## src/rtl/count_code_pkg.sv

```systemverilog
// Shared digit-code constants and 4-bit code <-> decimal conversion helpers
// for the cascaded decade counter.
package count_code_pkg;

    localparam int CODE_8421 = 0;
    localparam int CODE_2421 = 1;
    localparam int CODE_XS3  = 2;

    // Decimal digits above 9 are treated as 0 so a bad load value can never
    // produce an out-of-code state.
    function automatic logic [3:0] encode_digit(input int code, input logic [3:0] digit);
        logic [3:0] d;
        logic [3:0] result;
        d = (digit > 4'd9) ? 4'd0 : digit;
        case (code)
            CODE_2421: result = (d < 4'd5) ? d : d + 4'd6;
            CODE_XS3:  result = d + 4'd3;
            default:   result = d;
        endcase
        return result;
    endfunction

    function automatic logic [3:0] decode_digit(input int code, input logic [3:0] enc);
        logic [3:0] value;
        value = 4'd0;
        case (code)
            CODE_2421: begin
                if (enc <= 4'd4) begin
                    value = enc;
                end else if (enc >= 4'd11) begin
                    value = enc - 4'd6;
                end
            end
            CODE_XS3: begin
                if (enc >= 4'd3 && enc <= 4'd12) begin
                    value = enc - 4'd3;
                end
            end
            default: begin
                if (enc <= 4'd9) begin
                    value = enc;
                end
            end
        endcase
        return value;
    endfunction

endpackage

```

## src/rtl/count_code_digit.sv

```systemverilog
// One decade digit of the counter: holds a CODE-encoded digit, steps it up or
// down on request and reports when it sits at the wrap value for the direction.
module count_code_digit
    import count_code_pkg::*;
#(
    parameter int CODE = CODE_2421
) (
    input  logic       clock,
    input  logic       reset,
    input  logic       clr,
    input  logic       load,
    input  logic [3:0] load_digit,
    input  logic       step,
    input  logic       up,
    output logic [3:0] code,
    output logic       at_term
);

    localparam logic [3:0] ZERO_CODE = encode_digit(CODE, 4'd0);

    logic [3:0] value;
    logic [3:0] stepped;

    assign value   = decode_digit(CODE, code);
    assign at_term = up ? (value == 4'd9) : (value == 4'd0);

    always_comb begin
        stepped = value;
        if (up) begin
            stepped = at_term ? 4'd0 : value + 4'd1;
        end else begin
            stepped = at_term ? 4'd9 : value - 4'd1;
        end
    end

    // All state moves on the falling clock edge.
    always_ff @(negedge clock or negedge reset) begin
        if (!reset) begin
            code <= ZERO_CODE;
        end else if (clr) begin
            code <= ZERO_CODE;
        end else if (load) begin
            code <= encode_digit(CODE, load_digit);
        end else if (step) begin
            code <= encode_digit(CODE, stepped);
        end
    end

endmodule

```

## src/rtl/count_decade_n.sv

```systemverilog
// Cascaded DIGITS-digit up/down decade counter with selectable digit code.
// Define COUNT_CODE_CHECK_EN to flag loads that contain non-decimal nibbles on err.
module count_decade_n
    import count_code_pkg::*;
#(
    parameter int DIGITS = 2,
    parameter int CODE   = CODE_2421
) (
    input  logic                  clock,
    input  logic                  reset,
    input  logic                  clr,
    input  logic                  load,
    input  logic [4*DIGITS-1:0]   load_val,
    input  logic                  en,
    input  logic                  up,
    output logic [4*DIGITS-1:0]   count,
    output logic                  carry,
    output logic                  err
);

    logic [DIGITS-1:0] term;
    logic [DIGITS:0]   chain;
    logic              wrap;

    // chain[i] is high when every digit below i is at its wrap value,
    // which is exactly when digit i must step.
    always_comb begin
        chain    = '0;
        chain[0] = 1'b1;
        for (int i = 0; i < DIGITS; i++) begin
            chain[i+1] = chain[i] & term[i];
        end
    end

    assign wrap = chain[DIGITS];

    for (genvar g = 0; g < DIGITS; g++) begin : gen_digit
        count_code_digit #(
            .CODE(CODE)
        ) u_digit (
            .clock      (clock),
            .reset      (reset),
            .clr        (clr),
            .load       (load),
            .load_digit (load_val[4*g +: 4]),
            .step       (en & chain[g]),
            .up         (up),
            .code       (count[4*g +: 4]),
            .at_term    (term[g])
        );
    end

    always_ff @(negedge clock or negedge reset) begin
        if (!reset) begin
            carry <= 1'b0;
        end else begin
            carry <= !clr && !load && en && wrap;
        end
    end

`ifdef COUNT_CODE_CHECK_EN
    logic bad_load;

    always_comb begin
        bad_load = 1'b0;
        for (int i = 0; i < DIGITS; i++) begin
            if (load_val[4*i +: 4] > 4'd9) begin
                bad_load = 1'b1;
            end
        end
    end

    // Sticky until clr or reset; a clean load does not clear it.
    always_ff @(negedge clock or negedge reset) begin
        if (!reset) begin
            err <= 1'b0;
        end else if (clr) begin
            err <= 1'b0;
        end else if (load && bad_load) begin
            err <= 1'b1;
        end
    end
`else
    assign err = 1'b0;
`endif

endmodule

```

## config.mk

```make
export PLATFORM = sky130hd
export DESIGN_NAME = count_decade_n
export DESIGN_NICKNAME = d
export VERILOG_FILES = /design/src/rtl/count_code_pkg.sv /design/src/rtl/count_code_digit.sv /design/src/rtl/count_decade_n.sv
export SDC_FILE = /design/constraint.sdc
export NUM_CORES = 1
export LEC_CHECK = 0
export BUFFER_PORTS_ARGS = -buffer_cell sky130_fd_sc_hd__buf_2
export CORE_MARGIN = 2
export CORE_UTILIZATION = 50
export DETAILED_ROUTE_END_ITERATION = 7
export GPL_ROUTABILITY_DRIVEN = 0
export PLACE_DENSITY_LB_ADDON = 0.2
export SLEW_MARGIN = 20
export SYNTH_ARGS = -nofsm -noshare
export SYNTH_HDL_FRONTEND = slang
export SYNTH_SLANG_ARGS = --single-unit
```

## constraint.sdc

```tcl
create_clock -name clock -period 3.1 [get_ports clock]
set_input_delay 0.62 -clock clock [delete_from_list [all_inputs] [get_ports clock]]
set_output_delay 0.62 -clock clock [all_outputs]
set_load 0.03 [all_outputs]
```

Word-level counts from Yosys, hierarchy flattened
Index checks and enable logic that the tools add are counted.
{"block": "totals", "register_bits": 9, "latch_bits": 0, "ram_bits": 0, "rom_bits": 0, "word_cells": 64, "mem_count": 0}
{"block": "classes", "addsub": 10, "n_mul": 0, "div": 0, "n_lt_le_gt_ge": 12, "eq_ne": 2, "shifts": 0, "n_mux": 26, "bitwise_logic": 2, "n_reduce_logical": 9}
{"cell": "4-bit two-way mux", "n": 24}
{"cell": "4-bit by 3-bit adder with 4-bit output, second input constant", "n": 4}
{"cell": "4-bit greater-than comparator, second input constant", "n": 4}
{"cell": "4-bit by 3-bit < comparator with 1-bit output, second input constant", "n": 4}
{"cell": "4-bit by 1-bit adder with 4-bit output, second input constant", "n": 2}
{"cell": "4-bit equality test, second input constant", "n": 2}
{"cell": "4-bit >= comparator, second input constant", "n": 2}
{"cell": "4-bit by 3-bit less-or-equal comparator with 1-bit output, second input constant", "n": 2}
{"cell": "4-bit logical NOT", "n": 2}
{"cell": "4-bit by 1-bit subtractor with 4-bit output, second input constant", "n": 2}
{"cell": "4-bit by 3-bit subtractor with 4-bit output, second input constant", "n": 2}
{"cell": "3-bit nonzero test", "n": 2}
{"cell": "1-bit logical AND", "n": 3}
{"cell": "1-bit bitwise AND", "n": 2}
{"cell": "1-bit logical NOT", "n": 2}
{"cell": "1-bit two-way mux", "n": 2}

Longest topological paths before layout
{"block": "logic_depth", "ltp_word": 14, "ltp_mapped": 15, "depth_no_buf": 14}

Modules after synthesis
Synthesis repeated with hierarchy kept, for this count alone.
{"block": "hier_totals", "cells_unflattened": 274, "area_unflattened_um2": 1941.9}
{"mod": "count_code_digit", "n_inst": 2, "cells_per_inst": 134, "area_each_um2": 943.4}
{"mod": "count_decade_n", "n_inst": 1, "cells_per_inst": 6, "area_each_um2": 55.1}

==> metrics.yaml <==
clock_tree:
  root_buffer: "clkbuf_4"
  htree_levels: 1
  clock_sinks: 9
  clkTransAtPathRegs_ps: 60
  insertion_delay_ps: 280
  numCtsBuffers: 3
  clock_path_buffers: 2
  cts_tree: "done"
logic_synthesis:
  yosysSeqAreaShare: 0.135
  ys_async_sr_fraction: 1.00
  netlist_area_um2: 1670
  avgSynthCellArea_um2: 7.07
  yosys_warnings: 0
  synth_ff_type: "dfrtn_1"
  syn_nets: 258
  synth_edf_count: 0
  synth_seq_cells: 9
  synth.distinct_cells: 71
  syn_inst: 236
global_routing:
  grt_pass1_vias: 1804
  grt_util_met3: 0.0290
  grt_max_degree: 19
  grt-busiest-layer: "met2"
  antenna_found_initial: 0
  grt_pass1_wl_um: 8120
  grt_util_met2: 0.451
  overflow: 0
  met1_usage: 0.392
  grt_usage: 0.277
sta:
  fin_worst_skew_ps: 1.47
  worst_slack_ps: -509
  setup-violations-final: 8
  final_hold_viol_count: 0
  rsz0062_at_grt: "true"
  finalMaxSlewViolations: 0
floorplanning:
  ios: 24
  num_rows: 20
  start_util: 0.538
  die_area_um2: 3820
  die_y_um: 61.8
  die_x_um: 61.8
  core_area_um2: 3100
routing:
  finalWirelength_um: 5490
  route.detailed.drc: 0
  dr.pass1.iters: 5
  post_drt_wl_per_cell_um: 16.1
  final_antenna_net_count: 0
  routed_via_density: 6.32
  drtIter0Drc: 254
  via_count: 2155
pwr:
  p_leak_nw: 1.03
  power.total_mw: 0.716
  power_density_nw_per_um2: 301
  vdd_drop_max_uv: 116
finish:
  nets: 320
  final_common_cell: "buf_4"
  insertedDiodeCount: 0
  drive_gt1_frac: 0.380
  layout_common_cells: "52 x buf_4, 20 x o21ai_0, 18 x nor2_1"
  syn2layout_area_growth_pct: 42.8
  fin_util: 0.768
run_status:
  outcome: "complete, but fails checks"
  violations: "negative setup slack"
critical_path:
  required_ps: 1680
  cp-end-kind: "flip-flop"
  crit_chain: "buf_12 > nand3_4 > or3_4 > buf_4 > a32o_2 > nand2_4 > ha_4 > a21o_1 > o22ai_2 > a31o_1"
  critPathLaunchType: "input pin"
  path_class: "in2reg"
  crit_arrival_ps: 2190
  slowest_delay_ps: 360
  cp_max_fo: 7
  crit_slowest_cell: "or3_4"
run:
  maxCapViolCount: 0
placed_design:
  post-dp-hpwl_um: 3420
  post-place-ws_ps: -885
  port-buffer-count: 22
worst_hold_path:
  min_path_type: "reg2reg"
## per-layer routing
metal  vias up  share of wire
met1       988           0.41
li1       1016              -
met3        21          0.081
met4         0          0.018
met2       130           0.49
met5         -              0
## report_power, final
group	leakage, nW	internal, mW	switching (mW)
Sequential	0.121	0.127	0.00600
Clock	0.0177	0.0477	0.0533
Combinational	0.891	0.220	0.262
## synth_stat cells, types with 3 or more instances
| master | instances | share of area |
|---|---|---|
| nor2b_1 | 4 | 0.015 |
| o22ai_1 | 5 | 0.019 |
| mux2i_1 | 3 | 0.018 |
| clkbuf_1 | 8 | 0.018 |
| a21oi_1 | 14 | 0.042 |
| ha_1 | 8 | 0.060 |
| nor2_1 | 20 | 0.045 |
| nor3_1 | 10 | 0.030 |
| nand4_1 | 3 | 0.011 |
| buf_2 | 5 | 0.015 |
| nand2b_1 | 12 | 0.045 |
| dfrtn_1 | 9 | 0.13 |
| and3_1 | 3 | 0.011 |
| a31oi_1 | 7 | 0.026 |
| inv_1 | 14 | 0.031 |
| nand3_1 | 9 | 0.027 |
| a32oi_1 | 3 | 0.016 |
| o21a_1 | 3 | 0.013 |
| buf_6 | 3 | 0.020 |
| o21ai_0 | 21 | 0.063 |
| nand2_1 | 13 | 0.029 |
| a21o_1 | 4 | 0.018 |
## worst max-delay path, delay by kind of cell
kind,cells,cell delay (ps)
adders and majority gates,1,130
AOI/OAI and AO/OA,4,680
buffers and inverters,2,250
and+or+nand+nor,3,510
## registers in the layout (all words and copies together) (netlist names)
signal,count
gen_digit.u_digit.code,8
carry,1
## final timing paths
kind / from / cells after the start / slack [ps] / endpoint
worst max-delay path: up / 10 / -510 / gen_digit[0].u_digit.code[3]$_DFFE_NN0P_
worst min-delay path: gen_digit[1].u_digit.code[3]$_DFFE_NN0P_ / 3 / 760 / carry$_DFF_NN0_
worst max register to register: gen_digit[1].u_digit.code[2]$_DFFE_NN0P_ / 13 / 130 / gen_digit[1].u_digit.code[2]$_DFFE_NN0P_
worst min register to register: gen_digit[1].u_digit.code[3]$_DFFE_NN0P_ / 3 / 760 / carry$_DFF_NN0_
max in group asynchronous: reset / 1 / 1250 / gen_digit[0].u_digit.code[1]$_DFFE_NN0P_
min in group asynchronous: reset / 1 / 1630 / gen_digit[1].u_digit.code[3]$_DFFE_NN0P_
## repair_timing
action,4_1_cts,5_1_grt
setup endpoints to repair,11,12
resized for setup,23,23
hold buffers,0,0
pin swaps,7,9
buffers inserted,4,3
## cells by family after synthesis
family	count (synthesis)	synth area share
adder cells (fa/ha/maj)	8	0.0600
buffers and inverters	32	0.0937
XOR/XNOR	2	0.0105
flip-flops	9	0.135
AND/OR/NAND/NOR	93	0.308
multiplexers	3	0.0180
AO/OA/AOI/OAI	88	0.373
other	1	0.00225
## through the flow
step	cells	setup TNS [ps]	instance area, um^2	hold slack (ps)
6_report	341	-3310	2380	764
5_1_grt	341	-3690	2380	829
2_1_floorplan	236	-3620	1710	891
3_3_place_gp	330	-6150	2110	739
4_1_cts	338	-2860	2260	769
3_5_place_dp	330	-6290	2110	763
## layout make-up
type | instances | area (um^2)
flip-flops and latches | 9 | 225
clock buffers | 3 | 22.5
well taps | 44 | 55.1
repair buffers | 75 | 552
clock inverters | 1 | 5.00
fillers | 233 | 719
multi-input cells | 195 | 1470
inverters | 14 | 52.6
Power figures use the tool's default switching activity.
